--- src/rtl/fw_cmd_sequencer.sv ---
// Command decoder and test-execution sequencer for the CMS pix28 test firmware.
// Decodes {device_id, op_code, body} command words, holds the static/execute
// configuration, maintains the firmware status word and launches one test engine
// per execute command, tracking it until its done pulse returns.
// Optional feature: define CMS_PIX28_EXEC_TIMEOUT_EN to enable the RUN watchdog.
module fw_cmd_sequencer #(
    parameter logic [3:0]  DEVICE_ID       = 4'h1,
    parameter int unsigned TEST_NUM_LSB    = 12,
    parameter logic [3:0]  SUPPORTED_TESTS = 4'hF,
    parameter int unsigned RST_CYCLES      = 8,
    parameter logic [23:0] TIMEOUT_CYCLES  = 24'hFFFFFF
) (
    input  logic        fw_axi_clk,
    input  logic        fw_rst,
    input  logic        cmd_valid,
    input  logic [31:0] cmd_data,
    output logic [23:0] cfg_static_0,
    output logic [23:0] cfg_static_1,
    output logic [23:0] cfg_execute,
    output logic        array_req,
    output logic [3:0]  array_op,
    output logic [23:0] array_body,
    output logic        rd_valid,
    output logic [31:0] rd_data,
    output logic [3:0]  test_start,
    output logic        test_abort,
    input  logic [3:0]  test_done,
    output logic        busy,
    output logic [31:0] status,
    output logic        fw_soft_rst
);

    localparam logic [3:0] OP_NOOP             = 4'h0;
    localparam logic [3:0] OP_W_RST_FW         = 4'h1;
    localparam logic [3:0] OP_W_CFG_STATIC_0   = 4'h2;
    localparam logic [3:0] OP_R_CFG_STATIC_0   = 4'h3;
    localparam logic [3:0] OP_W_CFG_STATIC_1   = 4'h4;
    localparam logic [3:0] OP_R_CFG_STATIC_1   = 4'h5;
    localparam logic [3:0] OP_W_STATUS_FW_CLEAR = 4'hE;
    localparam logic [3:0] OP_W_EXECUTE        = 4'hF;

    localparam int unsigned StatusExecIdx  = 13;
    localparam int unsigned StatusDoneBase = 14;
    localparam int unsigned StatusErrIdx   = 31;

    localparam int unsigned SoftW = (RST_CYCLES > 1) ? $clog2(RST_CYCLES) : 1;

    // Elaboration-time sanity of the configuration.
    if (RST_CYCLES < 1 || TIMEOUT_CYCLES == 24'd0) begin : g_param_check
        $error("fw_cmd_sequencer: RST_CYCLES and TIMEOUT_CYCLES must be at least 1");
    end

    typedef enum logic [1:0] {StIdle, StLaunch, StRun} state_t;

    state_t           state;
    logic [3:0]       test_sel;
    logic [SoftW-1:0] soft_cnt;
`ifdef CMS_PIX28_EXEC_TIMEOUT_EN
    logic [23:0]      run_cnt;
    logic             timeout_hit;
`endif

    logic [3:0]  op;
    logic [23:0] body;
    logic        cmd_acc;
    logic        is_rst;
    logic [3:0]  exec_t;
    logic        exec_ok;
    logic        exec_launch;
    logic        done_hit;
    logic        status_clr;
    logic [31:0] status_set;
    logic [31:0] status_next;

    // Position of the single set bit of a one-hot test selector.
    function automatic logic [1:0] onehot_idx(input logic [3:0] oh);
        if (oh[3])      return 2'd3;
        else if (oh[2]) return 2'd2;
        else if (oh[1]) return 2'd1;
        else            return 2'd0;
    endfunction

    // Command decode, launch qualification and next status word.
    always_comb begin
        op     = cmd_data[27:24];
        body   = cmd_data[23:0];
        exec_t = cmd_data[TEST_NUM_LSB +: 4];
        // During soft reset only a further W_RST_FW is honoured.
        cmd_acc = cmd_valid && (cmd_data[31:28] == DEVICE_ID) &&
                  (!fw_soft_rst || op == OP_W_RST_FW);
        is_rst  = cmd_acc && (op == OP_W_RST_FW);
        exec_ok = (exec_t != 4'd0) && ((exec_t & (exec_t - 4'd1)) == 4'd0) &&
                  ((exec_t & SUPPORTED_TESTS) != 4'd0) && !busy;
        exec_launch = cmd_acc && (op == OP_W_EXECUTE) && exec_ok;
        done_hit    = (state == StRun) && ((test_done & test_sel) != 4'd0);
`ifdef CMS_PIX28_EXEC_TIMEOUT_EN
        timeout_hit = (state == StRun) && !done_hit && (run_cnt == TIMEOUT_CYCLES - 24'd1);
`endif

        status_set = '0;
        status_clr = 1'b0;
        if (cmd_acc) begin
            case (op)
                OP_NOOP: ;
                OP_W_RST_FW: begin
                    status_clr    = 1'b1;
                    status_set[0] = 1'b1;
                end
                // The clear leaves no trace of its own.
                OP_W_STATUS_FW_CLEAR: status_clr = 1'b1;
                OP_W_EXECUTE: begin
                    status_set[StatusExecIdx] = 1'b1;
                    if (!exec_ok) status_set[StatusErrIdx] = 1'b1;
                end
                default: status_set = 32'd1 << (op - 4'd1);
            endcase
        end
        // An abort via W_RST_FW wins over a same-cycle completion.
        if (done_hit && !is_rst) begin
            status_set[StatusDoneBase + int'(onehot_idx(test_sel))] = 1'b1;
        end
`ifdef CMS_PIX28_EXEC_TIMEOUT_EN
        if (timeout_hit && !is_rst) status_set[StatusErrIdx] = 1'b1;
`endif
        status_next = (status_clr ? 32'd0 : status) | status_set;
    end

    // Configuration registers, pulses, soft reset counter and test FSM.
    always_ff @(posedge fw_axi_clk) begin
        if (fw_rst) begin
            cfg_static_0 <= '0;
            cfg_static_1 <= '0;
            cfg_execute  <= '0;
            array_req    <= 1'b0;
            array_op     <= '0;
            array_body   <= '0;
            rd_valid     <= 1'b0;
            rd_data      <= '0;
            test_start   <= '0;
            test_abort   <= 1'b0;
            busy         <= 1'b0;
            status       <= '0;
            fw_soft_rst  <= 1'b0;
            soft_cnt     <= '0;
            test_sel     <= '0;
            state        <= StIdle;
`ifdef CMS_PIX28_EXEC_TIMEOUT_EN
            run_cnt      <= '0;
`endif
        end else begin
            rd_valid   <= 1'b0;
            array_req  <= 1'b0;
            test_start <= '0;
            test_abort <= 1'b0;
            status     <= status_next;

            if (cmd_acc) begin
                case (op)
                    OP_W_RST_FW: begin
                        cfg_static_0 <= '0;
                        cfg_static_1 <= '0;
                        cfg_execute  <= '0;
                    end
                    OP_W_CFG_STATIC_0: if (!busy) cfg_static_0 <= body;
                    OP_W_CFG_STATIC_1: if (!busy) cfg_static_1 <= body;
                    OP_R_CFG_STATIC_0: begin
                        rd_valid <= 1'b1;
                        rd_data  <= {8'h00, cfg_static_0};
                    end
                    OP_R_CFG_STATIC_1: begin
                        rd_valid <= 1'b1;
                        rd_data  <= {8'h00, cfg_static_1};
                    end
                    OP_W_EXECUTE: cfg_execute <= body;
                    OP_NOOP, OP_W_STATUS_FW_CLEAR: ;
                    default: begin
                        array_req  <= 1'b1;
                        array_op   <= op;
                        array_body <= body;
                    end
                endcase
            end

            if (is_rst) begin
                fw_soft_rst <= 1'b1;
                soft_cnt    <= SoftW'(RST_CYCLES - 1);
            end else if (soft_cnt != '0) begin
                soft_cnt <= soft_cnt - SoftW'(1);
            end else begin
                fw_soft_rst <= 1'b0;
            end

            if (is_rst) begin
                test_abort <= busy;
                busy       <= 1'b0;
                state      <= StIdle;
            end else begin
                unique case (state)
                    StIdle: begin
                        if (exec_launch) begin
                            test_start <= exec_t;
                            test_sel   <= exec_t;
                            busy       <= 1'b1;
                            state      <= StLaunch;
                        end
                    end
                    StLaunch: begin
`ifdef CMS_PIX28_EXEC_TIMEOUT_EN
                        run_cnt <= '0;
`endif
                        state <= StRun;
                    end
                    StRun: begin
                        if (done_hit) begin
                            busy  <= 1'b0;
                            state <= StIdle;
`ifdef CMS_PIX28_EXEC_TIMEOUT_EN
                        end else if (timeout_hit) begin
                            test_abort <= 1'b1;
                            busy       <= 1'b0;
                            state      <= StIdle;
                        end else begin
                            run_cnt <= run_cnt + 24'd1;
`endif
                        end
                    end
                    default: state <= StIdle;
                endcase
            end
        end
    end

endmodule
--- config.mk ---
export PLATFORM = sky130hd
export DESIGN_NAME = fw_cmd_sequencer
export DESIGN_NICKNAME = d
export VERILOG_FILES = /design/src/rtl/fw_cmd_sequencer.sv
export SDC_FILE = /design/constraint.sdc
export NUM_CORES = 1
export LEC_CHECK = 0
export CAP_MARGIN = 5
export CORE_ASPECT_RATIO = 1.1
export CORE_MARGIN = 8
export CORE_UTILIZATION = 51
export CTS_BUF_LIST = sky130_fd_sc_hd__clkbuf_4
export CTS_CLUSTER_SIZE = 20
export DETAILED_ROUTE_END_ITERATION = 10
export GPL_TIMING_DRIVEN = 0
export PLACE_DENSITY_LB_ADDON = 0.2
export SLEW_MARGIN = 40
export SYNTH_ARGS = -nofsm -noshare
export SYNTH_HDL_FRONTEND = slang
export SYNTH_SLANG_ARGS = --single-unit
--- constraint.sdc ---
create_clock -name fw_axi_clk -period 2.99 [get_ports fw_axi_clk]
set_input_delay 0.598 -clock fw_axi_clk [delete_from_list [all_inputs] [get_ports fw_axi_clk]]
set_output_delay 0.598 -clock fw_axi_clk [all_outputs]
set_load 0.02 [all_outputs]
==> impl_summary.log, run 1 <==
[metrics] status: complete, no violations
[metrics] Data arrival, critical path: 3050 ps
[metrics] DRT Pass-1 Iters: 5
[metrics] number of hold violations in the final report: 0
[metrics] share of the synthesized area in the top cell type: 53.4%
[metrics] buffer levels on the longest clock path: 2
[metrics] final net count: 947
[metrics] Core ar.: 12500 µm²
[metrics] cell type with the largest total area after synthesis: dfxtp_1
[metrics] global-route wire length before repair: 33400 µm
[metrics] actual transition at the worst max-transition pin: 681 ps
[metrics] worst setup slack after placement: -79.5 ps
[metrics] Worst Path Max Fanout: 10
[metrics] maximum number of pins on one net before global-route repair: 17
[metrics] Static Leakage: 3.04 nW
[metrics] area of combinational cells with multiple inputs: 2750 µm²
[metrics] yosys synthesis warning count: 0
[metrics] ports placed on the boundary: 212
[metrics] number of enable flip-flop cells after synthesis: 0
[metrics] count of routing violations after the opening detailed-route iteration: 568
[metrics] detailed-route via count: 6222
[metrics] setup repair after global routing missed its margin: no
[metrics] post-synthesis async set-or-reset flop share: 0%
[metrics] area taken by flip-flops and latches: 3480 µm²
[metrics] Post-Syn Instances: 679
[metrics] count of state elements after synthesis: 174
[metrics] Synth Cell Area: 6530 µm²
[metrics] Fillers: 963
[metrics] clock root buffer: clkbuf_4
[metrics] Worst-Skew Late Latency: 590 ps
[metrics] hold buffers post-CTS: 0
[metrics] Routed wire per std cell: 20.4 µm
[metrics] Final Critical Period: 2510 ps
[metrics] antenna viol nets, final: 0
[metrics] largest cells by area after synthesis: dfxtp_1, a21oi_1, a22o_1, o21ai_0, mux2i_1
[metrics] Worst setup SP type: primary input
[metrics] average cell area after synthesis: 9.61 µm²
[metrics] effective utilization at floorplan: 52.1%
[metrics] clock skew: 14.6 ps
[metrics] placement row count: 43
[metrics] main flop type after synthesis: dfxtp_1
[metrics] VDD IR-drop max: 0.336 mV
[metrics] die footprint: 16700 µm²
[metrics] Detailed Route WL: 22000 µm
[metrics] total grt overflow: 0
[metrics] overall die width: 124 µm
[metrics] Worst setup EP type: flip-flop
[metrics] crit path setup slack, layout: 479 ps
[metrics] count of buffers from port buffering: 201
[metrics] number of global-route vias before repair: 6137
[metrics] HPWL Detailed: 17100 µm
[metrics] clk sinks: 174
[metrics] Slowest cell on crit path: clkbuf_1
[metrics] Tcrit/Tclk final: 84.0%
[metrics] final-report setup violation count: 0
[metrics] stage delay of the slowest cell on the critical path: 550 ps
[metrics] Vias per Instance: 5.77
[metrics] CTS H-tree depth: 4
[metrics] total negative setup slack: 0 ps
[metrics] antenna violations before repair: 1
[metrics] clock-pin transition on the worst setup and hold timing paths: 130 ps
[metrics] Critical Path RT: 3530 ps
[metrics] post-cts repair resize count: 0
[metrics] synth cell count leaders: dfxtp_1, a21oi_1, o21ai_0
[metrics] most frequent cell after synthesis: dfxtp_1
[metrics] Min-Delay Path Class: reg -> reg
[metrics] TritonCTS buffer count: 17
[metrics] share of cells above drive strength 1: 7.18%
[metrics] max_slew headroom: 54.3%
[metrics] number of violations of the max-capacitance limit: 0
[metrics] final slew viol count: 0
[metrics] sequential-to-total area share from yosys stat: 53.4%
[metrics] Area Growth Syn to Fin: 37.8%
[metrics] CP Cell Sequence: clkdlybuf4s50_1, buf_2, nor2_1, a41o_1, a21oi_1, clkbuf_1, a22o_1
[metrics] WS Path Type: in -> reg
[metrics] Netlist cell types: 45
[metrics] Pwr Density: 429 nW/µm²
[metrics] overall die height: 135 µm
[metrics] detailed-route DRC error count: 0
[metrics] global-route usage over all layers: 26.0%
[metrics] CTS tree: yes
[metrics] RD Place Congestion: 0.916
[metrics] setup repair bufs after CTS: 0
[metrics] highest attainable clock frequency: 0.398 GHz
## cell usage in the layout (no fill, tap or decap), drive strengths merged, types with 3 or more instances in the layout
cell type / count
a211oi: 26
a21oi: 74
a22o: 40
and2: 14
buf: 30
clkbuf: 53
clkdlybuf4s50: 201
clkinv: 11
conb: 8
dfxtp: 174
inv: 9
mux2i: 29
nand2: 31
nand2b: 14
nand3: 35
nand4: 6
nor2: 37
nor2b: 4
nor3: 5
nor4b: 3
o21ai: 69
o2bb2ai: 11
xnor2: 5
## flip-flops by register name, summed over array words and instances (netlist names)
signal,cells
array_op,4
rd_valid,1
test_start,4
fw_soft_rst,1
array_body,24
status,32
test_abort,1
busy,1
test_sel,4
soft_cnt,3
rd_data,24
cfg_execute,24
array_req,1
cfg_static_1,24
state,2
cfg_static_0,24
## path summary, 6_finish.rpt
path	start	end	slack, ps	cells after the start
worst min register to register	status[30]	status[30]	470	1
worst min-delay path	status[30]	status[30]	470	1
worst max register to register	fw_soft_rst	cfg_static_1[21]	800	5
worst max-delay path	cmd_data[24]	cfg_static_1[21]	480	7
## layout make-up
| cell class | count | share of cell area, % |
|---|---|---|
| repair buffers | 201 | 22.4 |
| well taps | 157 | 2.18 |
| diodes | 2 | 0.0556 |
| multi-input cells | 440 | 30.6 |
| clock buffers | 19 | 1.59 |
| inverters | 8 | 0.334 |
| clock inverters | 13 | 0.835 |
| flip-flops and latches | 174 | 38.7 |
| plain buffers | 64 | 3.35 |
## per-stage QoR
stage | instance area (µm²) | std cells | total power [mW] | hold WS, ps | utilization, %
after floorplan | 6550 | 686 | 2.62 | 449 | -
after global placement | 8760 | 1044 | 2.76 | 442 | 69.9
after detailed placement | 8770 | 1044 | 2.78 | 448 | 70.0
after CTS | 8990 | 1076 | 3.86 | 479 | 71.7
after global routing | 8990 | 1078 | 4.00 | 487 | 71.7
final | 8990 | 1078 | 3.86 | 474 | 71.7
## worst max-delay path: cells and delay by family
kind	cells	cell delay, ps
AND/OR/NAND/NOR	1	160
buffers and inverters	3	1280
AO/OA/AOI/OAI	3	1010
## kinds of logic (layout without fill, tap and decap cells)
kind of cell	count (synthesis)	after routing	synth area share (%)
compound gates	231	231	22.4
flops	174	174	53.4
simple gates	163	163	13.4
buf+inv	72	305	5.08
mux	29	29	4.45
xor+xnor	7	7	0.939
fa+ha+maj	2	2	0.383
other cells	1	10	0.0574
## metal layers
layer	global-route usage, %	vias to the layer above	wire length (µm)
met5	0	-	0
met2	44.0	297	10800
met4	11.2	0	620
li1	-	2889	-
met3	7.72	46	2090
met1	29.4	2990	8450
## power breakdown
part	total, mW	internal, mW	switching [mW]
sequential	2.36	2.34	0.0146
clock	1.13	0.333	0.795
combinational	0.377	0.144	0.234
total	3.86	2.82	1.04
No activity file was read; power rests on OpenSTA's default activity.
==> run 2, diff against run 1 <==
- CORE_UTILIZATION: 51 -> 48
- clock period: 2.99 -> 2.55 ns (I/O delays scaled with it)
==> impl_summary.log, run 2 (synthesis results as in run 1) <==
[metrics] status: complete, no violations
[metrics] CTS H-tree depth: 4 (unchanged)
[metrics] Static Leakage: 3.05 nW (+0.28%)
[metrics] global-route wire length before repair: 33600 µm (+0.62%)
[metrics] uppermost metal layer occupied by signal nets: met4
[metrics] placement row count: 44 (+2.3%)
[metrics] Routed wire per std cell: 19.7 µm (-3.3%)
[metrics] detailed-route via count: 6159 (-1.0%)
[metrics] CTS tree: yes
[metrics] highest attainable clock frequency: 0.417 GHz
[metrics] global-route usage over all layers: 24.2% (-1.8 points)
[metrics] Tcrit/Tclk final: 94.1%
[metrics] effective utilization at floorplan: 49.2% (-2.9 points)
[metrics] routed length on met2: 10500 µm (-3.4%)
[metrics] count of non-filler cells in the finished layout: 1101 (+2.1%)
[metrics] Pwr Density: 513 nW/µm² (+19%)
[metrics] buffer levels on the longest clock path: 2 (unchanged)
[metrics] WS Path Type: in -> reg
[metrics] antenna viol nets, final: 0 (unchanged)
[metrics] final-report setup violation count: 0 (unchanged)
[metrics] Data arrival, critical path: 2920 ps (-130 ps)
[metrics] max_slew headroom: 53.0% (-1.3 points)
[metrics] HPWL Detailed: 17000 µm (-0.41%)
[metrics] Critical Path RT: 3070 ps (-460 ps)
[metrics] overall die width: 127 µm (+2.7%)
[metrics] number of global-route vias before repair: 6134 (-0.049%)
[metrics] final hold slack: 476 ps (+2.53 ps)
[metrics] DR WL met3: 2120 µm (+1.4%)
[metrics] count of routing violations after the opening detailed-route iteration: 437 (-23%)
[metrics] dpl cell area: 8800 µm² (+0.39%)
[metrics] clk sinks: 174 (unchanged)
[metrics] Detailed Route WL: 21700 µm (-1.2%)
[metrics] RD Place Congestion: 0.900 (-1.7%)
[metrics] Worst-Skew Late Latency: 570 ps (-20 ps)
[metrics] Worst setup EP type: flip-flop
[metrics] hold buffers post-CTS: 0 (unchanged)
[metrics] ports placed on the boundary: 212 (unchanged)
[metrics] most frequent standard cell in the layout excluding fill and tap cells: clkdlybuf4s50_1
[metrics] number of hold violations in the final report: 0 (unchanged)
[metrics] die footprint: 17600 µm² (+5.5%)
[metrics] total grt overflow: 0 (unchanged)
[metrics] flip-flop count of the largest register, all copies and words added: 32 (unchanged)
[metrics] Worst Path Max Fanout: 10 (unchanged)
[metrics] commonest non-fill, non-tap cells in the layout: clkdlybuf4s50_1, dfxtp_1, a21oi_1
[metrics] placed cell count: 1071 (+2.6%)
[metrics] actual transition at the worst max-transition pin: 698 ps (+16.6 ps)
[metrics] Core ar.: 13300 µm² (+5.8%)
[metrics] post-cts repair resize count: 0 (unchanged)
[metrics] count of buffers from port buffering: 201 (unchanged)
[metrics] Area Growth Syn to Fin: 38.6%
[metrics] DRT Pass-1 Iters: 5 (unchanged)
[metrics] overall die height: 138 µm (+2.7%)
[metrics] VDD IR-drop max: 0.356 mV (+5.9%)
[metrics] TritonCTS buffer count: 17 (unchanged)
[metrics] Vias per Instance: 5.59 (-3.1%)
[metrics] Final Critical Period: 2400 ps
[metrics] setup repair after global routing missed its margin: no
[metrics] antenna violations before repair: 0 (-1)
[metrics] maximum number of pins on one net before global-route repair: 17 (unchanged)
[metrics] share of cells above drive strength 1: 7.10% (-0.086 points)
[metrics] setup repair bufs after CTS: 0 (unchanged)
[metrics] number of violations of the max-capacitance limit: 0 (unchanged)
[metrics] final net count: 947 (unchanged)
[metrics] clock root buffer: clkbuf_4
[metrics] clock-pin transition on the worst setup and hold timing paths: 130 ps (about the same)
[metrics] detailed-route DRC error count: 0 (unchanged)
[metrics] final slew viol count: 0 (unchanged)
[metrics] wire length the detailed router placed on met1: 8500 µm (+0.67%)
[metrics] Min-Delay Path Class: reg -> reg
[metrics] final instance area: 9050 µm² (+0.63%)
[metrics] Most flops, register: status
[metrics] Worst setup SP type: primary input
[metrics] clock skew: 10.3 ps (-4.28 ps)
## run 2: cell types whose count changed in the layout (fill, tap and decap cells not counted), sizes merged
cell      before  now
clkinv        11    6
bufinv         0    2
inv            9    8
clkinvlp       1    2
diode          2    1
## run 2: per-layer routing
layer  track usage, %  vias up
met3             8.04       43
li1                 -     2893
met5                0        -
met2             40.5      270
met4             10.5        0
met1             27.4     2953
## run 2: final timing paths
kind / from / endpoint / slack (ps) / cells after the start
min: status[26] / status[26] / 480 / 1
min reg2reg: status[26] / status[26] / 480 / 1
max: cmd_data[24] / cfg_static_1[20] / 150 / 7
max reg2reg: fw_soft_rst / cfg_static_1[20] / 470 / 5
## run 2: through the flow
stage,setup TNS [ps],power [mW],worst slack [ps],utilization [%]
2_1_floorplan,0,3.07,542,-
3_3_place_gp,-28440,3.24,-362,66.3
3_5_place_dp,-28460,3.26,-390,66.4
4_1_cts,0,4.66,213,68.2
5_1_grt,0,4.80,42.8,68.2
6_report,0,4.64,150,68.2
## run 2: worst max-delay path, cell delays in order
cell and delay [ps]:
clkdlybuf4s50_1 530, buf_2 230, nor2_1 150, a41o_1 280, a21oi_1 460, clkbuf_1 500
a22o_1 240
## run 2: area by class of cell
cell class | count | area (µm²)
Sequential cell | 174 | 3480
Timing Repair Buffer | 201 | 2010
Inverter | 8 | 30.0
Multi-Input combinational cell | 440 | 2750
Clock inverter | 10 | 100
Tap cell | 184 | 230
Antenna cell | 1 | 2.50
Clock buffer | 19 | 143
Buffer | 64 | 302
Fill cell | 1049 | 4220
## run 2: power by group
group | internal, mW | total [mW] | switching [mW]
logic | 0.169 | 0.445 | 0.276
clock network | 0.570 | 1.44 | 0.866
registers | 2.75 | 2.76 | 0.0167
total | 3.48 | 4.64 | 1.16
==> run 3, diff against run 2 <==
- CORE_UTILIZATION: 48 -> 28
- GPL_TIMING_DRIVEN: 0 -> not set
==> impl_summary.log, run 3 (synthesis results as in run 1) <==
[metrics] status: complete, no violations
[metrics] power share of the sequential group: 59.1% (-0.4 points)
[metrics] DRT Pass-1 Iters: 4 (-1)
[metrics] Vias per Instance: 4.86 (-13%)
[metrics] RD Place Congestion: 0.761 (-15%)
[metrics] VDD IR-drop max: 0.258 mV (-28%)
[metrics] internal power summed over all cells: 3.34 mW (-4.2%)
[metrics] Data arrival, critical path: 1750 ps (-1170 ps)
[metrics] effective utilization at floorplan: 28.6% (-21 points)
[metrics] worst setup slack for register-to-register paths: 800 ps (+330 ps)
[metrics] clock skew: 30.5 ps (+20.2 ps)
[metrics] CTS H-tree depth: 4 (unchanged)
[metrics] detailed-route via count: 5798 (-5.9%)
[metrics] overall die height: 176 µm (+27%)
[metrics] overall die width: 162 µm (+27%)
[metrics] Worst setup EP type: output pin
[metrics] clk sinks: 174 (unchanged)
[metrics] CP Cell Sequence: clkdlybuf4s50_1
[metrics] buffer levels on the longest clock path: 2 (unchanged)
[metrics] flip-flop count of the largest register, all copies and words added: 32 (unchanged)
[metrics] ports placed on the boundary: 212 (unchanged)
[metrics] FF-to-FF path depth: 5 (unchanged)
[metrics] count of routing violations after the opening detailed-route iteration: 362 (-17%)
[metrics] setup repair after global routing missed its margin: no
[metrics] global-route wire length before repair: 34800 µm (+3.5%)
[metrics] cell family with most CP delay: buffers and inverters
[metrics] reg-to-reg critical path endpoint: rd_data[19]
[metrics] start point of the critical path: fw_soft_rst
[metrics] final hold slack: 464 ps (-12.2 ps)
[metrics] final slew viol count: 0 (unchanged)
[metrics] commonest non-fill, non-tap cells in the layout: clkdlybuf4s50_1, dfxtp_1, a21oi_1
[metrics] Core ar.: 22900 µm² (+72%)
[metrics] most frequent standard cell in the layout excluding fill and tap cells: clkdlybuf4s50_1
[metrics] number of hold violations in the final report: 0 (unchanged)
[metrics] net switching component of the power: 1.34 mW (+16%)
[metrics] global-route usage over all layers: 15.7% (-8.5 points)
[metrics] final net count: 919 (-3.0%)
[metrics] detailed-route DRC error count: 0 (unchanged)
[metrics] total grt overflow: 0 (unchanged)
[metrics] Most flops, register: status
[metrics] Static Leakage: 3.09 nW (+1.2%)
[metrics] setup repair bufs after CTS: 0 (unchanged)
[metrics] number of global-route vias before repair: 5777 (-5.8%)
[metrics] antenna violations before repair: 1 (+1)
[metrics] Worst setup SP type: flip-flop
[metrics] start point of the worst min-delay path: fw_rst
[metrics] Area Growth Syn to Fin: 42.5%
[metrics] max_slew headroom: 55.2% (+2.2 points)
[metrics] WS Path Type: reg -> out
[metrics] highest attainable clock frequency: 0.443 GHz (+6.4%)
[metrics] TritonCTS buffer count: 17 (unchanged)
[metrics] post-cts repair resize count: 0 (unchanged)
[metrics] Critical Path RT: 2040 ps (-1030 ps)
[metrics] antenna viol nets, final: 0 (unchanged)
[metrics] Final Critical Period: 2260 ps (-144 ps)
[metrics] Worst Path Max Fanout: 5 (-5)
[metrics] number of buffers and inverters on the critical path: 1 (-2)
[metrics] count of buffers from port buffering: 203 (+1.0%)
[metrics] number of violations of the max-capacitance limit: 0 (unchanged)
[metrics] final-report setup violation count: 0 (unchanged)
[metrics] clock-pin transition on the worst setup and hold timing paths: 140 ps (about the same)
[metrics] crit path capture: fw_soft_rst
[metrics] worst setup slack after placement: 65.5 ps (+455 ps)
[metrics] clock share of power: 31.1% (+0.2 points)
[metrics] Tcrit/Tclk final: 88.5% (-5.6 points)
[metrics] Routed wire per std cell: 19.2 µm (-2.9%)
[metrics] stage delay of the slowest cell on the critical path: 710 ps (+180 ps)
[metrics] hold buffers post-CTS: 0 (unchanged)
[metrics] maximum number of pins on one net before global-route repair: 61 (+44)
[metrics] placement row count: 58 (+32%)
[metrics] Switching Share: 28.7% (+3.7 points)
[metrics] CTS tree: yes
[metrics] launch instance of the worst register-to-register path: fw_soft_rst
[metrics] dpl cell area: 9060 µm² (+2.9%)
[metrics] fraction of power consumed by combinational cells: 9.9% (+0.3 points)
[metrics] crit path setup slack, layout: 294 ps (+144 ps)
[metrics] Pwr Density: 503 nW/µm² (-2.0%)
[metrics] Fillers: 2305 (+120%)
[metrics] total negative setup slack: 0 ps (unchanged)
[metrics] die footprint: 28500 µm² (+62%)
[metrics] Min-Delay Path Class: in -> reg
[metrics] clock root buffer: clkbuf_4
[metrics] HPWL Detailed: 16500 µm (-3.3%)
[metrics] Worst-Skew Late Latency: 570 ps (about the same)
[metrics] logic depth of the worst setup path including buffers: 1 (-6)
[metrics] Detailed Route WL: 22800 µm (+5.1%)
[metrics] share of cells above drive strength 1: 9.32% (+2.2 points)
[metrics] actual transition at the worst max-transition pin: 671 ps (-26.2 ps)
[metrics] final instance area: 9300 µm² (+2.8%)
[metrics] Slowest cell on crit path: clkdlybuf4s50_1
==> run 3: changes by cell type in the layout (fill, tap and decap cells not counted), sizes merged <==
| cell | previous run | this run |
|---|---|---|
| clkdlybuf4s50 | 201 | 202 |
| bufinv | 2 | 0 |
| clkinv | 6 | 9 |
| clkinvlp | 2 | 0 |
| inv | 8 | 14 |
| clkbuf | 53 | 17 |
| buf | 30 | 35 |
==> run 3: per-stage QoR <==
step / instances / power [mW] / util [%]
floorplan: 686 / 3.07 / -
global placement: 1159 / 3.29 / 39.6
detailed placement: 1159 / 3.29 / 39.6
CTS: 1191 / 4.75 / 40.7
global route: 1192 / 4.90 / 40.7
finish: 1192 / 4.68 / 40.7
==> run 3: worst min path at each step <==
stage,cells past startpoint,endpoint
finish,2,state[0]
global placement,1,status[20]
detailed placement,1,status[21]
CTS,2,state[0]
floorplan,2,test_sel[0]
global route,2,state[0]
==> run 3: power by group through the flow <==
stage	Combinational (mW)	Sequential [mW]	Clock, mW
floorplan	0.245	2.83	0
global placement	0.467	2.82	0
detailed placement	0.467	2.82	0
CTS	0.469	2.76	1.52
global route	0.508	2.77	1.62
finish	0.463	2.76	1.45
==> run 3: layout make-up <==
class | instances | area (µm²) | area share (%)
sequential | 174 | 3480 | 37.4
multi-input combinational | 440 | 2800 | 30.1
timing repair buffer | 237 | 2370 | 25.5
tap | 300 | 375 | 4.04
clock buffer | 17 | 128 | 1.37
clock inverter | 15 | 111 | 1.20
inverter | 8 | 30.0 | 0.323
antenna | 1 | 2.50 | 0.0269
==> run 3: routing by layer <==
layer  vias to the layer above  wire, µm  GRT usage (%)
li1                       2829         -              -
met1                      2779     10300           20.4
met2                       169     10600           24.6
met3                        21      1600           4.94
met4                         0       354           4.21
met5                         -         0              0
